--- src/rtl/thread_ctrl_bank_pkg.sv ---
// Shared types for the multi-thread control bank: command/response encodings,
// the per-thread state record and a small index-range helper.
package thrd_pkg;

  localparam int MAX_TID_W = 5;
  localparam int MAX_PC_W  = 64;

  localparam logic [MAX_PC_W-1:0] DEF_START_PC = '0;

  typedef enum logic [1:0] {
    CMD_INIT = 2'd0,
    CMD_SLP  = 2'd1,
    CMD_WAKE = 2'd2,
    CMD_KILL = 2'd3
  } cmd_op_e;

  typedef enum logic [1:0] {
    RSP_OK            = 2'd0,
    RSP_NOT_VALID     = 2'd1,
    RSP_ALREADY_VALID = 2'd2,
    RSP_NOT_PARENT    = 2'd3
  } rsp_code_e;

  // Fields are sized for the largest supported configuration; instances cast down.
  typedef struct packed {
    logic                 valid;
    logic                 running;
    logic [MAX_TID_W-1:0] parent;
    logic [MAX_PC_W-1:0]  pc;
  } thrd_state_t;

  function automatic logic idx_in_range(input int unsigned idx, input int unsigned n);
    return idx < n;
  endfunction

endpackage

--- src/rtl/thread_ctrl_bank_if.sv ---
// Command, PC write-back, issue and status signals of the thread control bank.
interface thread_ctrl_bank_if #(
  parameter int NUM_THRD = 8,
  parameter int TID_W    = $clog2(NUM_THRD),
  parameter int PC_W     = 32
);
  logic                cmd_vld;
  logic [1:0]          cmd_op;
  logic [TID_W-1:0]    cmd_obj;
  logic [TID_W-1:0]    cmd_act;
  logic [PC_W-1:0]     cmd_pc;
  logic                rsp_vld;
  logic                rsp_err;
  logic [1:0]          rsp_code;
  logic                pc_wr;
  logic [TID_W-1:0]    pc_wr_thrd;
  logic [PC_W-1:0]     pc_wr_val;
  logic                iss_rdy;
  logic                iss_vld;
  logic [TID_W-1:0]    iss_thrd;
  logic [PC_W-1:0]     iss_pc;
  logic [NUM_THRD-1:0] thrd_valid;
  logic [NUM_THRD-1:0] thrd_running;
  logic                error;

  modport master (
    output cmd_vld, cmd_op, cmd_obj, cmd_act, cmd_pc,
    output pc_wr, pc_wr_thrd, pc_wr_val, iss_rdy,
    input  rsp_vld, rsp_err, rsp_code,
    input  iss_vld, iss_thrd, iss_pc, thrd_valid, thrd_running, error
  );

  modport slave (
    input  cmd_vld, cmd_op, cmd_obj, cmd_act, cmd_pc,
    input  pc_wr, pc_wr_thrd, pc_wr_val, iss_rdy,
    output rsp_vld, rsp_err, rsp_code,
    output iss_vld, iss_thrd, iss_pc, thrd_valid, thrd_running, error
  );
endinterface

--- src/rtl/thread_ctrl_bank_rr_arbiter.sv ---
// Round-robin picker: first asserted request at or after ptr, wrapping at N-1.
module rr_arbiter #(
  parameter int N     = 8,
  parameter int IDX_W = $clog2(N)
) (
  input  logic [N-1:0]     req,
  input  logic [IDX_W-1:0] ptr,
  output logic             gnt_vld,
  output logic [IDX_W-1:0] gnt_idx
);

  always_comb begin
    int s;
    logic [IDX_W-1:0] j;
    gnt_vld = 1'b0;
    gnt_idx = '0;
    s       = 0;
    j       = '0;
    for (int k = 0; k < N; k++) begin
      s = int'(ptr) + k;
      if (s >= N) s = s - N;
      j = IDX_W'(s);
      if (!gnt_vld && req[j]) begin
        gnt_vld = 1'b1;
        gnt_idx = j;
      end
    end
  end

endmodule

--- src/rtl/thread_ctrl_bank.sv ---
// Control/status, PC and round-robin issue selection for NUM_THRD hardware threads.
// Optional: define THRD_KILL_CASCADE_EN so a KILL also removes the victim's direct children.
module thread_ctrl_bank
  import thrd_pkg::*;
#(
  parameter int              NUM_THRD = 8,
  parameter int              TID_W    = $clog2(NUM_THRD),
  parameter int              PC_W     = 32,
  parameter logic [PC_W-1:0] START_PC = PC_W'(DEF_START_PC)
) (
  input logic               clk,
  input logic               rst_n,
  thread_ctrl_bank_if.slave bus
);

  localparam int IDX_W = $clog2(NUM_THRD);
  typedef logic [IDX_W-1:0] idx_t;

  thrd_state_t state_q [NUM_THRD];
  thrd_state_t state_d [NUM_THRD];
  idx_t        ptr_q, ptr_d;
  logic        rsp_vld_q, rsp_vld_d;
  logic        rsp_err_q, rsp_err_d;
  rsp_code_e   rsp_code_q, rsp_code_d;
  logic        error_q, error_d;

  logic [NUM_THRD-1:0]  valid_vec, run_vec;
  logic                 gnt_vld;
  idx_t                 gnt_idx, sel_idx;
  logic                 obj_ok, act_ok, obj_valid, act_valid, pcw_ok;
  idx_t                 obj_idx, act_idx, pcw_idx;
  logic [MAX_TID_W-1:0] act_ext;
  rsp_code_e            code;

  always_comb begin
    for (int i = 0; i < NUM_THRD; i++) begin
      valid_vec[i] = state_q[i].valid;
      run_vec[i]   = state_q[i].running;
    end
  end

  rr_arbiter #(.N(NUM_THRD), .IDX_W(IDX_W)) u_arb (
    .req     (run_vec),
    .ptr     (ptr_q),
    .gnt_vld (gnt_vld),
    .gnt_idx (gnt_idx)
  );

  assign sel_idx = gnt_vld ? gnt_idx : '0;

  // Checks run in a fixed priority order; the first failing one names the error.
  always_comb begin
    obj_ok    = idx_in_range(32'(bus.cmd_obj), NUM_THRD);
    act_ok    = idx_in_range(32'(bus.cmd_act), NUM_THRD);
    obj_idx   = obj_ok ? idx_t'(bus.cmd_obj) : '0;
    act_idx   = act_ok ? idx_t'(bus.cmd_act) : '0;
    obj_valid = obj_ok && state_q[obj_idx].valid;
    act_valid = act_ok && state_q[act_idx].valid;
    act_ext   = MAX_TID_W'(bus.cmd_act);
    pcw_ok    = idx_in_range(32'(bus.pc_wr_thrd), NUM_THRD);
    pcw_idx   = pcw_ok ? idx_t'(bus.pc_wr_thrd) : '0;
    code      = RSP_OK;
    if (!obj_ok) begin
      code = RSP_NOT_VALID;
    end else begin
      case (cmd_op_e'(bus.cmd_op))
        CMD_INIT: begin
          if (obj_valid)       code = RSP_ALREADY_VALID;
          else if (!act_valid) code = RSP_NOT_VALID;
        end
        CMD_SLP: begin
          if (!obj_valid)                               code = RSP_NOT_VALID;
          else if (state_q[obj_idx].parent != act_ext) code = RSP_NOT_PARENT;
        end
        CMD_WAKE: begin
          if (!obj_valid) code = RSP_NOT_VALID;
        end
        CMD_KILL: begin
          if (obj_idx == '0)                            code = RSP_NOT_PARENT;
          else if (!obj_valid)                          code = RSP_NOT_VALID;
          else if (state_q[obj_idx].parent != act_ext) code = RSP_NOT_PARENT;
        end
        default: code = RSP_OK;
      endcase
    end
  end

  // PC write-back is applied before the command so an INIT's PC overrides it.
  always_comb begin
    state_d = state_q;
    if (bus.pc_wr && pcw_ok && state_q[pcw_idx].valid) begin
      state_d[pcw_idx].pc = MAX_PC_W'(bus.pc_wr_val);
    end
    if (bus.cmd_vld && code == RSP_OK) begin
      case (cmd_op_e'(bus.cmd_op))
        CMD_INIT: begin
          state_d[obj_idx].valid   = 1'b1;
          state_d[obj_idx].running = 1'b1;
          state_d[obj_idx].parent  = act_ext;
          state_d[obj_idx].pc      = MAX_PC_W'(bus.cmd_pc);
        end
        CMD_SLP:  state_d[obj_idx].running = 1'b0;
        CMD_WAKE: state_d[obj_idx].running = 1'b1;
        CMD_KILL: begin
          state_d[obj_idx].valid   = 1'b0;
          state_d[obj_idx].running = 1'b0;
`ifdef THRD_KILL_CASCADE_EN
          for (int i = 0; i < NUM_THRD; i++) begin
            if (state_q[i].parent == MAX_TID_W'(obj_idx)) begin
              state_d[i].valid   = 1'b0;
              state_d[i].running = 1'b0;
            end
          end
`endif
        end
        default: ;
      endcase
    end

    ptr_d = ptr_q;
    if (gnt_vld && bus.iss_rdy) begin
      ptr_d = (gnt_idx == idx_t'(NUM_THRD - 1)) ? '0 : gnt_idx + 1'b1;
    end

    rsp_vld_d  = bus.cmd_vld;
    rsp_err_d  = bus.cmd_vld && (code != RSP_OK);
    rsp_code_d = bus.cmd_vld ? code : RSP_OK;
    error_d    = error_q | (|(run_vec & ~valid_vec));
  end

  always_ff @(posedge clk or negedge rst_n) begin
    if (!rst_n) begin
      for (int i = 0; i < NUM_THRD; i++) begin
        state_q[i].valid   <= (i == 0);
        state_q[i].running <= (i == 0);
        state_q[i].parent  <= '0;
        state_q[i].pc      <= MAX_PC_W'(START_PC);
      end
      ptr_q      <= '0;
      rsp_vld_q  <= 1'b0;
      rsp_err_q  <= 1'b0;
      rsp_code_q <= RSP_OK;
      error_q    <= 1'b0;
    end else begin
      state_q    <= state_d;
      ptr_q      <= ptr_d;
      rsp_vld_q  <= rsp_vld_d;
      rsp_err_q  <= rsp_err_d;
      rsp_code_q <= rsp_code_d;
      error_q    <= error_d;
    end
  end

  assign bus.rsp_vld      = rsp_vld_q;
  assign bus.rsp_err      = rsp_err_q;
  assign bus.rsp_code     = rsp_code_q;
  assign bus.iss_vld      = gnt_vld;
  assign bus.iss_thrd     = TID_W'(sel_idx);
  assign bus.iss_pc       = PC_W'(state_q[sel_idx].pc);
  assign bus.thrd_valid   = valid_vec;
  assign bus.thrd_running = run_vec;
  assign bus.error        = error_q;

endmodule

--- src/flat_wrapper.sv ---
// flat-port wrapper written by rule: the top's interface ports become plain ports
module thread_ctrl_bank_flat import thrd_pkg::*;
#(
  parameter int              NUM_THRD = 8,
  parameter int              TID_W    = $clog2(NUM_THRD),
  parameter int              PC_W     = 32,
  parameter logic [PC_W-1:0] START_PC = PC_W'(DEF_START_PC)
)
  (clk, rst_n, bus_cmd_vld, bus_cmd_op, bus_cmd_obj, bus_cmd_act, bus_cmd_pc, bus_pc_wr, bus_pc_wr_thrd, bus_pc_wr_val, bus_iss_rdy, bus_rsp_vld, bus_rsp_err, bus_rsp_code, bus_iss_vld, bus_iss_thrd, bus_iss_pc, bus_thrd_valid, bus_thrd_running, bus_error);
  thread_ctrl_bank_if #(.NUM_THRD(NUM_THRD), .TID_W(TID_W), .PC_W(PC_W)) bus_i ();
  input logic clk;
  input logic rst_n;
  input wire logic [$bits(bus_i.cmd_vld)-1:0] bus_cmd_vld;
  input wire logic [$bits(bus_i.cmd_op)-1:0] bus_cmd_op;
  input wire logic [$bits(bus_i.cmd_obj)-1:0] bus_cmd_obj;
  input wire logic [$bits(bus_i.cmd_act)-1:0] bus_cmd_act;
  input wire logic [$bits(bus_i.cmd_pc)-1:0] bus_cmd_pc;
  input wire logic [$bits(bus_i.pc_wr)-1:0] bus_pc_wr;
  input wire logic [$bits(bus_i.pc_wr_thrd)-1:0] bus_pc_wr_thrd;
  input wire logic [$bits(bus_i.pc_wr_val)-1:0] bus_pc_wr_val;
  input wire logic [$bits(bus_i.iss_rdy)-1:0] bus_iss_rdy;
  output wire logic [$bits(bus_i.rsp_vld)-1:0] bus_rsp_vld;
  output wire logic [$bits(bus_i.rsp_err)-1:0] bus_rsp_err;
  output wire logic [$bits(bus_i.rsp_code)-1:0] bus_rsp_code;
  output wire logic [$bits(bus_i.iss_vld)-1:0] bus_iss_vld;
  output wire logic [$bits(bus_i.iss_thrd)-1:0] bus_iss_thrd;
  output wire logic [$bits(bus_i.iss_pc)-1:0] bus_iss_pc;
  output wire logic [$bits(bus_i.thrd_valid)-1:0] bus_thrd_valid;
  output wire logic [$bits(bus_i.thrd_running)-1:0] bus_thrd_running;
  output wire logic [$bits(bus_i.error)-1:0] bus_error;
  assign bus_i.cmd_vld = bus_cmd_vld;
  assign bus_i.cmd_op = bus_cmd_op;
  assign bus_i.cmd_obj = bus_cmd_obj;
  assign bus_i.cmd_act = bus_cmd_act;
  assign bus_i.cmd_pc = bus_cmd_pc;
  assign bus_i.pc_wr = bus_pc_wr;
  assign bus_i.pc_wr_thrd = bus_pc_wr_thrd;
  assign bus_i.pc_wr_val = bus_pc_wr_val;
  assign bus_i.iss_rdy = bus_iss_rdy;
  assign bus_rsp_vld = bus_i.rsp_vld;
  assign bus_rsp_err = bus_i.rsp_err;
  assign bus_rsp_code = bus_i.rsp_code;
  assign bus_iss_vld = bus_i.iss_vld;
  assign bus_iss_thrd = bus_i.iss_thrd;
  assign bus_iss_pc = bus_i.iss_pc;
  assign bus_thrd_valid = bus_i.thrd_valid;
  assign bus_thrd_running = bus_i.thrd_running;
  assign bus_error = bus_i.error;
  thread_ctrl_bank #(.NUM_THRD(NUM_THRD), .TID_W(TID_W), .PC_W(PC_W), .START_PC(START_PC)) u_core (.clk(clk), .rst_n(rst_n), .bus(bus_i));
endmodule
--- config.mk ---
export PLATFORM = sky130hd
export DESIGN_NAME = thread_ctrl_bank_flat
export DESIGN_NICKNAME = d
export VERILOG_FILES = /design/src/rtl/thread_ctrl_bank_pkg.sv /design/src/rtl/thread_ctrl_bank_if.sv /design/src/rtl/thread_ctrl_bank_rr_arbiter.sv /design/src/rtl/thread_ctrl_bank.sv /design/src/flat_wrapper.sv
export SDC_FILE = /design/constraint.sdc
export NUM_CORES = 1
export LEC_CHECK = 0
export CORE_AREA = 2 2 174 176
export DETAILED_ROUTE_END_ITERATION = 16
export DIE_AREA = 0 0 176 178
export GPL_TIMING_DRIVEN = 1
export HOLD_SLACK_MARGIN = 0.02
export PLACE_DENSITY_LB_ADDON = 0.25
export SYNTH_ARGS = -nofsm -noshare
export SYNTH_HDL_FRONTEND = slang
export SYNTH_SLANG_ARGS = --single-unit
--- constraint.sdc ---
create_clock -name clk -period 7 [get_ports clk]
set_input_delay 1.75 -clock clk [delete_from_list [all_inputs] [get_ports clk]]
set_output_delay 1.75 -clock clk [all_outputs]
set_load 0.03 [all_outputs]
==> results_dict.tcl <==
set metrics [dict create \
    die_y_um 178 \
    synth_common_cells "mux2i_1, dfrtp_1, nor2_1, a21oi_1, nand2_1" \
    dp_cells 2191 \
    drt_wl_total_um 48000 \
    place.gp.congestion 0.856 \
    grt_pass1_vias 14200 \
    drv_slew 0 \
    grt_pass1_wl_um 76600 \
    ys_seq_area_share_pct 42.9 \
    cts_buffer_depth 3 \
    startpoint_type "flop" \
    drtAntennaViolNets 0 \
    period_share_pct 95.5 \
    first_pass_iters 5 \
    syn_nets 1945 \
    async_reset_ff_share_pct 100 \
    io_pins 137 \
    fin_hold_ws_ps 477 \
    stdcell_area_um2 20700 \
    hold_viol 0 \
    synth_ff_type "dfrtp_1" \
    coreArea_um2 29400 \
    cts-resized-gates 0 \
    drt_iter0_drc 1134 \
    synth_warnings 0 \
    hold_buffers 0 \
    synth_area_leader_cell "dfrtp_1" \
    yosys-top-cells-area "dfrtp_1, mux2i_1, a21oi_1, nor2_1, nand2_1" \
    synth_most_common_cell "mux2i_1" \
    postCtsSetupBuffers 0 \
    start_util_pct 63.5 \
    wire_per_inst_um 21.4 \
    rsz0062_at_grt "false" \
    syn_area_um2 18700 \
    grt_max_degree 112 \
    area_growth_pct 11.1 \
    max_freq_ghz 0.150 \
    dpl.hpwl_um 28400 \
    outcome "finished clean" \
    synth_edf_count 0 \
    clock_sinks 320 \
    clk_latency_ps 540 \
    track_usage_pct 30.9 \
    fin_crit_ps 6690 \
    die_x_um 176 \
    placed_cell_area_um2 19700 \
    drc 0 \
    drive_above_1_share_pct 10.3 \
    fin_nets 1923 \
    cts_buffers 36 \
    path_class "reg -> out" \
    cts.reportedPaths.clkPinSlew_ps 60 \
    setup_viol 0 \
    htreeDepth 2 \
    die_area_um2 31300 \
    ys_ff_latch 320 \
    cp-end-kind "primary output" \
    worstMarginPinSlew_ps 1030 \
    cts-root-buf "clkbuf_16" \
    crit_fanout 46 \
    cts_tree "built" \
    fin_skew_ps 20.4 \
    stdcell_count 2247 \
    synth.top_cell.area_share_pct 42.6 \
    critPathArrivalTime_ps 4940 \
    synth_cell_types 63 \
    min_path_type "reg -> reg" \
    vias 14000 \
    critPathRequiredTime_ps 5250 \
    slew_headroom_pct 31.4 \
    rows 63 \
    grt_overflow 0 \
    maxCapViolCount 0 \
    antenna_found_initial 3 \
    io_buffers 136 \
    avgSynthCellArea_um2 10.0 \
    fin_setup_tns_ps 0 \
    synthesis.instances 1861 \
    vias_per_cell 6.25 \
]
worst max-delay path, stage by stage (launching register included):
cell and delay [ps]:
dfrtp_1 340, inv_1 100, ha_1 630, mux4_2 640, a221oi_2 320, o21ai_1 160
o211ai_1 450, nand2_8 430, mux2i_1 290, mux2i_1 100, mux2_2 310, clkdlybuf4s50_1 610
path summary, 6_finish.rpt:
kind	from	end	slack [ps]	cells after the start
min	u_core.bus.error	u_core.bus.error	480	2
max reg2reg	u_core.ptr_q[0]	u_core.ptr_q[2]	2890	12
min in group asynchronous	rst_n	u_core.state_q[561]	1250	1
max in group asynchronous	rst_n	u_core.state_q[25]	4410	2
min reg2reg	u_core.bus.error	u_core.bus.error	480	2
max	u_core.ptr_q[0]	bus_iss_pc[0]	310	11
flip-flops by register name, summed over array words and instances, names as in the netlist:
register and count:
u_core.state_q 296, u_core.bus.rsp_code 2, u_core.bus.thrd_valid 8, u_core.bus.error 1, u_core.bus.rsp_vld 1, u_core.bus.rsp_err 1, u_core.bus.thrd_running 8, u_core.ptr_q 3
layout make-up:
| cell class | instances | area, µm² |
|---|---|---|
| clock inverters | 8 | 53.8 |
| inverters | 23 | 86.3 |
| flip-flops and latches | 320 | 8010 |
| well taps | 390 | 488 |
| repair buffers | 166 | 1680 |
| multi-input cells | 1292 | 9410 |
| fillers | 2163 | 8660 |
| diodes | 1 | 2.50 |
| clock buffers | 47 | 1010 |
metrics by stage:
stage / util, % / setup slack (ps)
after floorplan: - / 1680
final: 70.5 / 313
after global routing: 70.5 / 77.9
after CTS: 70.5 / 329
after global placement: 66.9 / 953
after detailed placement: 66.9 / 890
cells by family after synthesis:
| kind of cell | after synthesis | share of synthesized area, % |
|---|---|---|
| adder cells (fa/ha/maj) | 4 | 0.268 |
| buffers and inverters | 249 | 7.04 |
| AO/OA/AOI/OAI | 362 | 11.4 |
| XOR/XNOR | 5 | 0.235 |
| AND/OR/NAND/NOR | 442 | 10.7 |
| flip-flops | 320 | 42.9 |
| multiplexers | 479 | 27.4 |
routing by layer:
layer  up-vias  wire (µm)  global-route usage (%)
met1      6951      20000                    40.7
met4         4       1200                    9.47
li1       6454          -                       -
met5         -         30                       0
met3       102       3030                    5.05
met2       534      23800                    52.9
placed cells by master, fill, tap and decap left out, drive strengths merged, types with 4 or more instances in the layout:
cell	n
nand2	137
a21oi	169
clkinv	7
or2	5
o21ai	122
clkbuf	47
o211ai	10
mux2i	430
nor3b	5
clkdlybuf4s50	104
and2	13
mux2	29
mux4	20
buf	62
ha	4
nor2b	9
and3	4
o211a	31
inv	23
dfrtp	318
nand3	75
nor2	176
and3b	4
nand4	4
Power is not shown: default switching activity piles up to over one toggle a cycle in this logic, so the estimate is an artifact.
